--- src/rtl/button_event_arbiter.sv ---
// button_event_arbiter: debounces N raw push-buttons and detects presses.
// It keeps a toggle bit per button and latches presses as pending.
// Pending presses are delivered one at a time on a valid/ready event port.
// A round-robin pointer picks which pending button is offered next.
module button_event_arbiter #(
  parameter int N        = 4,
  parameter int IDW      = 2,
  parameter int DEBOUNCE = 3
) (
  input  logic           i_clk,
  input  logic           i_rst,
  input  logic [N-1:0]   i_button,
  input  logic           i_evt_ready,
  output logic           o_evt_valid,
  output logic [IDW-1:0] o_evt_id,
  output logic [N-1:0]   o_toggle_state,
  output logic [N-1:0]   o_pending,
  output logic [N-1:0]   o_overflow
);

  localparam int          IDX_W   = IDW + 1;
  localparam logic [7:0]  CNT_MAX = 8'(DEBOUNCE - 1);
  localparam logic [IDX_W-1:0] N_W = IDX_W'(N);

  typedef enum logic {
    ST_IDLE  = 1'b0,
    ST_OFFER = 1'b1
  } state_t;

  logic [N-1:0]   r_s;
  logic [N-1:0]   r_db;
  logic [7:0]     r_cnt [N];
  logic [N-1:0]   r_toggle;
  logic [N-1:0]   r_pending;
  logic [N-1:0]   r_overflow;
  state_t         r_state;
  logic           r_evt_valid;
  logic [IDW-1:0] r_evt_id;
  logic [IDW-1:0] r_ptr;

  logic [N-1:0]   w_rise;
  logic [N-1:0]   w_clr;
  logic           w_hs;
  logic           w_found;
  logic [IDW-1:0] w_grant_id;
  logic [IDW-1:0] w_next_ptr;

  // A press is the debounced 0->1 update about to happen at this edge.
  always_comb begin
    w_rise = '0;
    for (int i = 0; i < N; i++) begin
      w_rise[i] = r_s[i] & ~r_db[i] & (r_cnt[i] == CNT_MAX);
    end
  end

  assign w_hs = (r_state == ST_OFFER) & i_evt_ready;

  // One-hot clear of the delivered button's pending bit on a handshake.
  always_comb begin
    w_clr = '0;
    if (w_hs) begin
      w_clr[r_evt_id] = 1'b1;
    end else begin
      w_clr = '0;
    end
  end

  // Round-robin search: first pending bit at or after the pointer, wrapping.
  always_comb begin
    logic [IDX_W-1:0] v_idx;
    w_found    = 1'b0;
    w_grant_id = '0;
    v_idx      = '0;
    for (int k = 0; k < N; k++) begin
      v_idx = {1'b0, r_ptr} + IDX_W'(k);
      if (v_idx >= N_W) begin
        v_idx = v_idx - N_W;
      end else begin
        v_idx = v_idx;
      end
      if (!w_found && r_pending[v_idx[IDW-1:0]]) begin
        w_found    = 1'b1;
        w_grant_id = v_idx[IDW-1:0];
      end else begin
        w_found    = w_found;
      end
    end
  end

  // Pointer moves to the button just after the one delivered, wrapping at N.
  always_comb begin
    logic [IDX_W-1:0] v_nxt;
    v_nxt = {1'b0, r_evt_id} + IDX_W'(1);
    if (v_nxt >= N_W) begin
      v_nxt = v_nxt - N_W;
    end else begin
      v_nxt = v_nxt;
    end
    w_next_ptr = v_nxt[IDW-1:0];
  end

  // Input sampling and per-button debounce counters.
  always_ff @(posedge i_clk) begin
    if (i_rst) begin
      r_s  <= '0;
      r_db <= '0;
      for (int i = 0; i < N; i++) begin
        r_cnt[i] <= 8'd0;
      end
    end else begin
      r_s <= i_button;
      for (int i = 0; i < N; i++) begin
        if (r_s[i] == r_db[i]) begin
          r_cnt[i] <= 8'd0;
        end else if (r_cnt[i] != CNT_MAX) begin
          r_cnt[i] <= r_cnt[i] + 8'd1;
        end else begin
          r_db[i]  <= r_s[i];
          r_cnt[i] <= 8'd0;
        end
      end
    end
  end

  // Toggle, pending and sticky overflow bookkeeping; a rise beats a same-edge clear.
  always_ff @(posedge i_clk) begin
    if (i_rst) begin
      r_toggle   <= '0;
      r_pending  <= '0;
      r_overflow <= '0;
    end else begin
      r_toggle   <= r_toggle ^ w_rise;
      r_pending  <= (r_pending & ~w_clr) | w_rise;
      r_overflow <= r_overflow | (w_rise & r_pending & ~w_clr);
    end
  end

  // Arbiter FSM: offer one granted button, hold it until the consumer accepts.
  always_ff @(posedge i_clk) begin
    if (i_rst) begin
      r_state     <= ST_IDLE;
      r_evt_valid <= 1'b0;
      r_evt_id    <= '0;
      r_ptr       <= '0;
    end else begin
      case (r_state)
        ST_IDLE: begin
          if (w_found) begin
            r_evt_id    <= w_grant_id;
            r_evt_valid <= 1'b1;
            r_state     <= ST_OFFER;
          end else begin
            r_evt_valid <= 1'b0;
          end
        end
        ST_OFFER: begin
          if (i_evt_ready) begin
            r_evt_valid <= 1'b0;
            r_ptr       <= w_next_ptr;
            r_state     <= ST_IDLE;
          end else begin
            r_evt_valid <= 1'b1;
          end
        end
        default: begin
          r_state     <= ST_IDLE;
          r_evt_valid <= 1'b0;
        end
      endcase
    end
  end

  assign o_evt_valid    = r_evt_valid;
  assign o_evt_id       = r_evt_id;
  assign o_toggle_state = r_toggle;
  assign o_pending      = r_pending;
  assign o_overflow     = r_overflow;

endmodule

--- config.mk ---
export PLATFORM = sky130hd
export DESIGN_NAME = button_event_arbiter
export DESIGN_NICKNAME = d
export VERILOG_FILES = /design/src/rtl/button_event_arbiter.sv
export SDC_FILE = /design/constraint.sdc
export NUM_CORES = 1
export LEC_CHECK = 0
export ABC_AREA = 1
export BUFFER_PORTS_ARGS = -buffer_cell sky130_fd_sc_hd__buf_2
export CAP_MARGIN = 0
export CORE_UTILIZATION = 30
export CTS_BUF_LIST = sky130_fd_sc_hd__clkbuf_2
export DETAILED_ROUTE_END_ITERATION = 6
export PLACE_DENSITY = 0.48
export SKIP_LAST_GASP = 1
export SLEW_MARGIN = 20
export SYNTH_ARGS = -nofsm -noshare
export SYNTH_HDL_FRONTEND = slang
export SYNTH_SLANG_ARGS = --single-unit
--- constraint.sdc ---
create_clock -name i_clk -period 2.5 [get_ports i_clk]
set_input_delay 0.125 -clock i_clk [delete_from_list [all_inputs] [get_ports i_clk]]
set_output_delay 0.125 -clock i_clk [all_outputs]
set_load 0.1 [all_outputs]
==> results of run 1 <==
## where the power goes
part	internal, W	leakage, nW	switching (W)
sequential	0.00103	0.533	0.0000467
combinational	0.0000797	0.954	0.000204
clock	0.000128	0.0575	0.000355
total	0.00124	1.54	0.000606
## cells by family (layout without fill, tap and decap cells)
logic type	after synthesis	after routing	synth area share
simple gates	176	176	0.265
flops	57	57	0.485
compound gates	42	42	0.0785
fa+ha+maj	16	16	0.0665
xor+xnor	8	8	0.0233
buf+inv	62	99	0.0798
other cells	1	32	0.00125
## state kept, by name, indices dropped and copies added, names as in the netlist
signal / count
r_cnt: 32
o_overflow: 4
o_pending: 4
o_toggle_state: 4
r_db: 4
r_s: 4
o_evt_id: 2
r_ptr: 2
o_evt_valid: 1
## layout by cell type (no fill, tap or decap), types with 12 or more instances in the layout
cell type,n
a21oi_1,20
buf_2,21
ha_1,16
nand2_1,60
edfxtp_1,32
dfxtp_1,25
nor3_1,12
nor2_1,55
o21ai_0,12
nand3_1,22
inv_1,55
conb_1,32
## routing by layer
metal | GRT usage | vias up | wire length (um)
met4 | 0.0396 | 0 | 40
li1 | - | 1278 | -
met5 | 0 | - | 0
met3 | 0.0404 | 2 | 202
met2 | 0.190 | 26 | 2480
met1 | 0.144 | 1050 | 2680
## area by class of cell
type | instances | area, um2 | share of cell area
multi-input combinational | 274 | 1430 | 0.407
clock buffer | 10 | 50.0 | 0.0143
timing repair buffer | 25 | 145 | 0.0414
inverter | 58 | 218 | 0.0622
clock inverter | 6 | 35.0 | 0.0100
tap | 133 | 166 | 0.0475
sequential | 57 | 1460 | 0.417
## worst max-delay path by stage
stage / cells after the start / start / end / slack (ps)
after floorplan: 9 / o_pending[1] / o_evt_id[0] / 560
after global placement: 7 / r_cnt[1][0] / r_cnt[1][7] / 740
after detailed placement: 7 / r_cnt[1][0] / r_cnt[1][7] / 640
after CTS: 7 / r_cnt[1][0] / r_cnt[1][7] / 600
after global routing: 7 / r_cnt[1][0] / r_cnt[1][7] / 410
final: 7 / r_cnt[1][0] / r_cnt[1][7] / 610
## per-stage QoR
| stage | total power (W) | util | area, um2 | hold WS, ps |
|---|---|---|---|---|
| floorplan | 0.00133 | - | 3130 | 232 |
| global placement | 0.00138 | 0.347 | 3380 | 356 |
| detailed placement | 0.00138 | 0.347 | 3380 | 354 |
| CTS | 0.00189 | 0.360 | 3500 | 11.8 |
| global route | 0.00196 | 0.360 | 3500 | 5.82 |
| finish | 0.00185 | 0.360 | 3500 | 67.8 |
==> flow_summary.json, run 1 <==
{
  "clock-sinks": 57,
  "final_hold_viol_count": 0,
  "clkLatencyLatePin_ps": 450,
  "ir_worst_vdd_uv": 176,
  "hpwlAfterDp_um": 4100,
  "reg2regPathDepth": 7,
  "row_count": 36,
  "p_leak_nw": 1.54,
  "slowest_delay_ps": 480,
  "power.density_nw_per_um2": 528,
  "start_kind": "flip-flop",
  "grt_pass1_wl_um": 9370,
  "dp_slack_ps": 636,
  "clk_path_buf_depth": 2,
  "crit_fanout": 7,
  "tightestPinTransition_ps": 508,
  "rsz0062_at_grt": "no",
  "path_cells": "inv_1 -> ha_1 -> nand4_1 -> nor4_1 -> nor2_1 -> nand2_1 -> nor2_1",
  "antenna_found_initial": 0,
  "cp_slowest_cell": "edfxtp_1",
  "post-cts-setup-buffer-count": 0,
  "fin_nets": 448,
  "min_period_ps": 1890,
  "areaGrowthSynthToFinish_pct": 16.3,
  "finalMaxSlewViolations": 0,
  "min_from": "i_rst",
  "cp_common_cell": "nor2_1",
  "r2r-end": "r_cnt[1][7]",
  "final_antenna_net_count": 0,
  "drive_gt1_frac": 0.128,
  "grt_max_degree": 20,
  "cp-end-kind": "flip-flop",
  "drt-total-wl_um": 5410,
  "critical-path-top-delay-family": "simple AND/OR/NAND/NOR gates",
  "vias": 2356,
  "cts.htree.levels": 3,
  "grt-ovfl-total": 0,
  "clkSlewWorstSetupHoldPaths_ps": 190,
  "layout_setup_ws_ps": 613,
  "syn_inst": 362,
  "tns_ps": 0,
  "crit_type": "reg2reg",
  "status": "finished clean",
  "synthTopCellsByArea": "edfxtp_1 32%, dfxtp_1 17%, nand2_1 7.5%, inv_1 6.9%, nor2_1 6.9%",
  "relSlewSlack": 0.658,
  "drt_pass1_iterations": 4,
  "async_reset_ff_frac": 0,
  "wl_per_cell_um": 9.60,
  "synth_common_cells": "60 x nand2_1, 55 x inv_1, 55 x nor2_1, 32 x edfxtp_1, 25 x dfxtp_1",
  "synth_warnings": 0,
  "synth_edf_count": 32,
  "cts_resized": 0,
  "die_h_um": 102,
  "finClkSkew_ps": 27.7,
  "synth.most_common_cell": "nand2_1",
  "drt_iter0_markers": 90,
  "pin_count": 22,
  "fin_crit_sh": 0.755,
  "layout.cells.non_filler": 563,
  "track_usage": 0.117,
  "rr_startpoint": "r_cnt[1][0]",
  "routed_via_density": 4.18,
  "gp_congestion": 0.786,
  "diodes": 0,
  "reg2reg_slack_ps": 610,
  "place_inst": 543,
  "die_area_um2": 10400,
  "seq_area_frac_synth": 0.485,
  "syn_area_um2": 3010,
  "max_cap_violations": 0,
  "fmax_mhz": 530,
  "cts_made_buffers": 9,
  "hold_path_class": "in2reg",
  "synthFlopType": "edfxtp_1",
  "ys_ff_latch": 57,
  "grt_pass1_vias": 2188,
  "cp.arrival_ps": 2100,
  "synth_top_area_frac": 0.319,
  "initial_core_util": 0.310,
  "nFillCells": 1055,
  "setup_viol": 0,
  "core-area_um2": 9730,
  "synth_cell_types": 28,
  "cts-root-buf": "clkbuf_2",
  "place.port_buffers": 21,
  "hold_end": "o_toggle_state[1]",
  "die_w_um": 102,
  "avgSynthCellArea_um2": 8.32,
  "required_ps": 2710,
  "hold_path_depth": 2,
  "drc": 0,
  "synth_area_leader_cell": "edfxtp_1",
  "ctsHoldBuffers": 4,
  "cts_tree": "built",
  "crit_buf_inv": 1
}
(Power assumes the default switching activity.)
==> run 2: changes to the inputs <==
--- a/config.mk
+++ b/config.mk
@@ -11,7 +11,7 @@
 export CORE_UTILIZATION = 30
 export CTS_BUF_LIST = sky130_fd_sc_hd__clkbuf_2
 export DETAILED_ROUTE_END_ITERATION = 6
-export PLACE_DENSITY = 0.48
+export PLACE_DENSITY = 0.5
 export SKIP_LAST_GASP = 1
 export SLEW_MARGIN = 20
 export SYNTH_ARGS = -nofsm -noshare
==> constraint.sdc (replaced) <==
create_clock -name i_clk -period 1.7 [get_ports i_clk]
set_input_delay 0.085 -clock i_clk [delete_from_list [all_inputs] [get_ports i_clk]]
set_output_delay 0.085 -clock i_clk [all_outputs]
set_load 0.1 [all_outputs]
==> flow_summary.json, run 2 (same netlist as run 1, synthesis figures left out) <==
{
  "vias": 2378,
  "power.density_nw_per_um2": 789,
  "start_kind": "flip-flop",
  "grt_pass1_wl_um": 9590,
  "clkLatencyLatePin_ps": 500,
  "clk_path_buf_depth": 2,
  "grt_max_degree": 15,
  "cts-root-buf": "clkbuf_2",
  "largest_register_ffs": 32,
  "setup_viol": 0,
  "clock-sinks": 57,
  "pin_count": 22,
  "final_common_cell": "nand2_1",
  "track_usage": 0.120,
  "drt-total-wl_um": 5480,
  "cp-end-kind": "output port",
  "place_inst": 550,
  "largest-register": "r_cnt",
  "wl_per_cell_um": 9.51,
  "crit_buf_inv": 1,
  "finalMaxSlewViolations": 0,
  "diodes": 0,
  "hold_path_class": "in2reg",
  "fin_crit_sh": 0.916,
  "required_ps": 1620,
  "antenna_found_initial": 0,
  "drt_iter0_markers": 60,
  "clkSlewWorstSetupHoldPaths_ps": 160,
  "drc": 0,
  "cts_made_buffers": 9,
  "tns_ps": 0,
  "utilization": 0.377,
  "fin_nets": 461,
  "finClkSkew_ps": 27.1,
  "reg2reg_slack_ps": 170,
  "row_count": 36,
  "min_period_ps": 1560,
  "holdWs_ps": 315,
  "critical-path-top-delay-family": "flip-flops",
  "status": "finished clean",
  "nFillCells": 1032,
  "initial_core_util": 0.310,
  "gp_congestion": 0.776,
  "final_hold_viol_count": 0,
  "p_leak_nw": 1.63,
  "power.total_w": 0.00289,
  "crit_type": "reg2out",
  "die_h_um": 102,
  "ir_worst_vdd_uv": 277,
  "cp.arrival_ps": 1470,
  "die_w_um": 102,
  "grt-ovfl-total": 0,
  "cts.htree.levels": 3,
  "areaGrowthSynthToFinish_pct": 21.6,
  "path_cells": "buf_2",
  "max_cap_violations": 0,
  "slowest_delay_ps": 500,
  "cts_tree": "built",
  "die_area_um2": 10400,
  "grt_pass1_vias": 2275,
  "mostFrequentLayoutCells": "59 x nand2_1, 54 x nor2_1, 52 x inv_1, 32 x edfxtp_1, 32 x conb_1",
  "routed_via_density": 4.13,
  "cp_slowest_cell": "dfxtp_1",
  "place.port_buffers": 21,
  "final_antenna_net_count": 0,
  "fmax_mhz": 642,
  "layout.cells.non_filler": 576,
  "rsz0062_at_grt": "no",
  "drive_gt1_frac": 0.174,
  "crit_fanout": 8,
  "drt_pass1_iterations": 4,
  "hpwlAfterDp_um": 3940,
  "core-area_um2": 9730
}
run 2: cell count changes in the layout (fill, tap and decap cells not counted), moves of 3 or more:
| cell | change |
|---|---|
| inv_1 | -3 |
| dfxtp_2 | +6 |
| inv_2 | +3 |
| buf_4 | +8 |
| dfxtp_1 | -6 |
| dlygate4sd3_1 | +5 |
run 2: per-stage QoR:
stage                     setup WS (ps)  cell area (um2)
after floorplan                    32.5             3140
after global routing               10.8             3660
after CTS                          49.1             3630
final                               143             3660
after detailed placement           58.3             3440
after global placement              119             3440
run 2: power breakdown:
group          internal, W  switching, W  total, W  leakage [nW]
clock network     0.000350      0.000502  0.000851        0.0734
registers          0.00152     0.0000653   0.00159         0.536
logic             0.000138      0.000315  0.000452          1.02
run 2: final timing paths:
path              depth (start not counted)            end           from
hold reg to reg                           2  o_overflow[1]  o_overflow[1]
setup reg to reg                          7    r_cnt[1][6]    r_cnt[1][0]
setup / recovery                          1    o_evt_valid    o_evt_valid
hold / removal                            4         r_s[2]    i_button[2]
run 2: layout make-up:
class	count	area, um2	share of cell area
sequential	57	1470	0.401
timing repair buffer	38	255	0.0697
tap	133	166	0.0454
multi-input combinational	274	1450	0.396
clock buffer	12	60.1	0.0164
clock inverter	4	43.8	0.0120
inverter	58	218	0.0594
run 2: what timing repair did:
action / in CTS / in global routing
endpoints found under the hold margin: 14 / 0
setup endpoints to repair: 0 / 18
setup buffers: 0 / 1
resized for setup: 0 / 9
hold buffers: 9 / 0
run 2: per-layer routing:
metal  vias up  wire length (um)  GRT usage
li1       1302                 -          -
met1      1039              2640      0.143
met2        25              2500      0.193
met3        12               185     0.0376
met4         0               153     0.0703
met5         -                 0          0
run 2: tightest hold or removal path, delay by kind of cell:
kind | cells | cell delay, ps
and+or+nand+nor | 1 | 60
buffers and inverters | 3 | 640
==> run 3: changes to the inputs <==
--- a/config.mk
+++ b/config.mk
@@ -6,8 +6,9 @@
 export NUM_CORES = 1
 export LEC_CHECK = 0
 export ABC_AREA = 1
-export BUFFER_PORTS_ARGS = -buffer_cell sky130_fd_sc_hd__buf_2
+export BUFFER_PORTS_ARGS = -buffer_cell sky130_fd_sc_hd__buf_4
 export CAP_MARGIN = 0
+export CORE_MARGIN = 5
 export CORE_UTILIZATION = 30
 export CTS_BUF_LIST = sky130_fd_sc_hd__clkbuf_2
 export DETAILED_ROUTE_END_ITERATION = 6
==> flow_summary.json, run 3 (same netlist as run 1, synthesis figures left out) <==
{
  "tns_ps": 0,
  "clk_path_buf_depth": 2,
  "slowest_delay_ps": 420,
  "final_hold_viol_count": 0,
  "final_antenna_net_count": 0,
  "cp.arrival_ps": 1720,
  "vias": 2362,
  "start_kind": "flip-flop",
  "track_usage": 0.100,
  "clock-sinks": 57,
  "required_ps": 1920,
  "die_h_um": 110,
  "gp_congestion": 0.826,
  "nFillCells": 1028,
  "drt_iter0_markers": 97,
  "drc": 0,
  "largest-register": "r_cnt",
  "drt-total-wl_um": 5450,
  "crit_buf_inv": 1,
  "path_cells": "inv_1 -> ha_1 -> nand4_1 -> nor4_2 -> nor2_1 -> nand2_2 -> nor3_1",
  "final_common_cell": "nand2_1",
  "cp.depth": 7,
  "p_int_w": 0.00200,
  "wl_per_cell_um": 9.46,
  "hold_path_depth": 2,
  "post_dp_cell_area_um2": 3480,
  "ir_worst_vdd_uv": 406,
  "cts-root-buf": "clkbuf_2",
  "routed_via_density": 4.10,
  "cp-end-kind": "flip-flop",
  "grt_max_degree": 20,
  "grt-ovfl-total": 0,
  "min_period_ps": 1510,
  "crit_type": "reg2reg",
  "die_w_um": 110,
  "fin_crit_sh": 0.886,
  "cts_made_buffers": 9,
  "register_area_um2": 1470,
  "initial_core_util": 0.308,
  "fin_nets": 461,
  "core-area_um2": 9770,
  "p_sw_w": 0.000883,
  "grt_pass1_vias": 2203,
  "finClkSkew_ps": 32.2,
  "rsz0062_at_grt": "no",
  "hpwlAfterDp_um": 4150,
  "status": "finished clean",
  "largest_register_ffs": 32,
  "die_area_um2": 12100,
  "grt_pass1_wl_um": 9470,
  "drive_gt1_frac": 0.160,
  "clkLatencyLatePin_ps": 450,
  "design_area_um2": 3700,
  "place.port_buffers": 21,
  "hold_path_class": "reg2reg",
  "switching_share": 0.307,
  "layout_setup_ws_ps": 194,
  "clock_power_share": 0.288,
  "p_leak_nw": 1.63,
  "max_cap_violations": 0,
  "p_comb_frac": 0.161,
  "pin_count": 22,
  "cts_tree": "built",
  "diodes": 0,
  "antenna_found_initial": 0,
  "mostFrequentLayoutCells": "59 x nand2_1, 55 x nor2_1, 53 x inv_1, 32 x edfxtp_1, 32 x conb_1",
  "row_count": 36,
  "seqPwrFrac": 0.551,
  "fmax_mhz": 664,
  "crit_fanout": 7,
  "reg2regPathDepth": 7,
  "finalMaxSlewViolations": 0,
  "multi_input_area_um2": 1440,
  "cts.htree.levels": 3,
  "drt_pass1_iterations": 4,
  "critical-path-top-delay-family": "simple AND/OR/NAND/NOR gates",
  "clkSlewWorstSetupHoldPaths_ps": 170,
  "setup_viol": 0,
  "power.density_nw_per_um2": 777,
  "dp_slack_ps": 90.7,
  "cp_slowest_cell": "edfxtp_1",
  "areaGrowthSynthToFinish_pct": 23.0
}
==> run 3: changes by cell type in the layout (fill, tap and decap cells not counted), moves of 2 or more <==
cell      change
buf_2        -21
buf_4        +20
clkbuf_2      -3
clkinv_2      +2
nor3_1        +2
nor3_2        -2
==> run 3: what timing repair did <==
item,4_1_cts,5_1_grt
setup buffers,0,1
hold buffers,10,0
hold endpoints to repair,17,0
endpoints found under the setup margin,0,11
resized for setup,0,4
==> run 3: final cells by class <==
cell class / instances / share of cell area
repair buffers: 38 / 0.0838
inverters: 58 / 0.0588
clock buffers: 9 / 0.0122
multi-input cells: 274 / 0.387
flip-flops and latches: 57 / 0.396
clock inverters: 7 / 0.0165
well taps: 133 / 0.0449
==> run 3: through the flow <==
stage	total power (W)	cells	hold slack [ps]	util
final	0.00288	576	461	0.379
after global routing	0.00307	576	448	0.379
after CTS	0.00295	575	402	0.377
after detailed placement	0.00206	549	293	0.356
after global placement	0.00206	549	286	0.356
after floorplan	0.00196	393	192	-
==> run 3: worst paths after layout <==
check	endpoint	startpoint	slack (ps)
worst max-delay path	r_cnt[1][6]	r_cnt[1][0]	190
worst min-delay path	o_overflow[1]	o_overflow[1]	460
worst max register to register	r_cnt[1][6]	r_cnt[1][0]	190
worst min register to register	o_overflow[1]	o_overflow[1]	460
==> run 3: routing by layer <==
| layer | vias up | track usage | part of all wire | wire (um) |
|---|---|---|---|---|
| met5 | - | 0 | 0 | 0 |
| met2 | 23 | 0.156 | 0.46 | 2510 |
| met3 | 4 | 0.0262 | 0.026 | 142 |
| met1 | 1036 | 0.130 | 0.50 | 2740 |
| met4 | 0 | 0.0475 | 0.012 | 63 |
| li1 | 1299 | - | - | - |
==> run 3: worst min-delay path, stage by stage, from the launching register on <==
cell,delay (ps)
dfxtp_1,340
inv_1,40
a21oi_1,50
==> run 3: power groups by stage <==
stage	Sequential (W)	Combinational (W)	Clock [W]
2_1_floorplan	0.00171	0.000245	0
3_3_place_gp	0.00161	0.000441	0
3_5_place_dp	0.00162	0.000444	0
4_1_cts	0.00159	0.000464	0.000899
5_1_grt	0.00160	0.000526	0.000948
6_report	0.00159	0.000463	0.000830
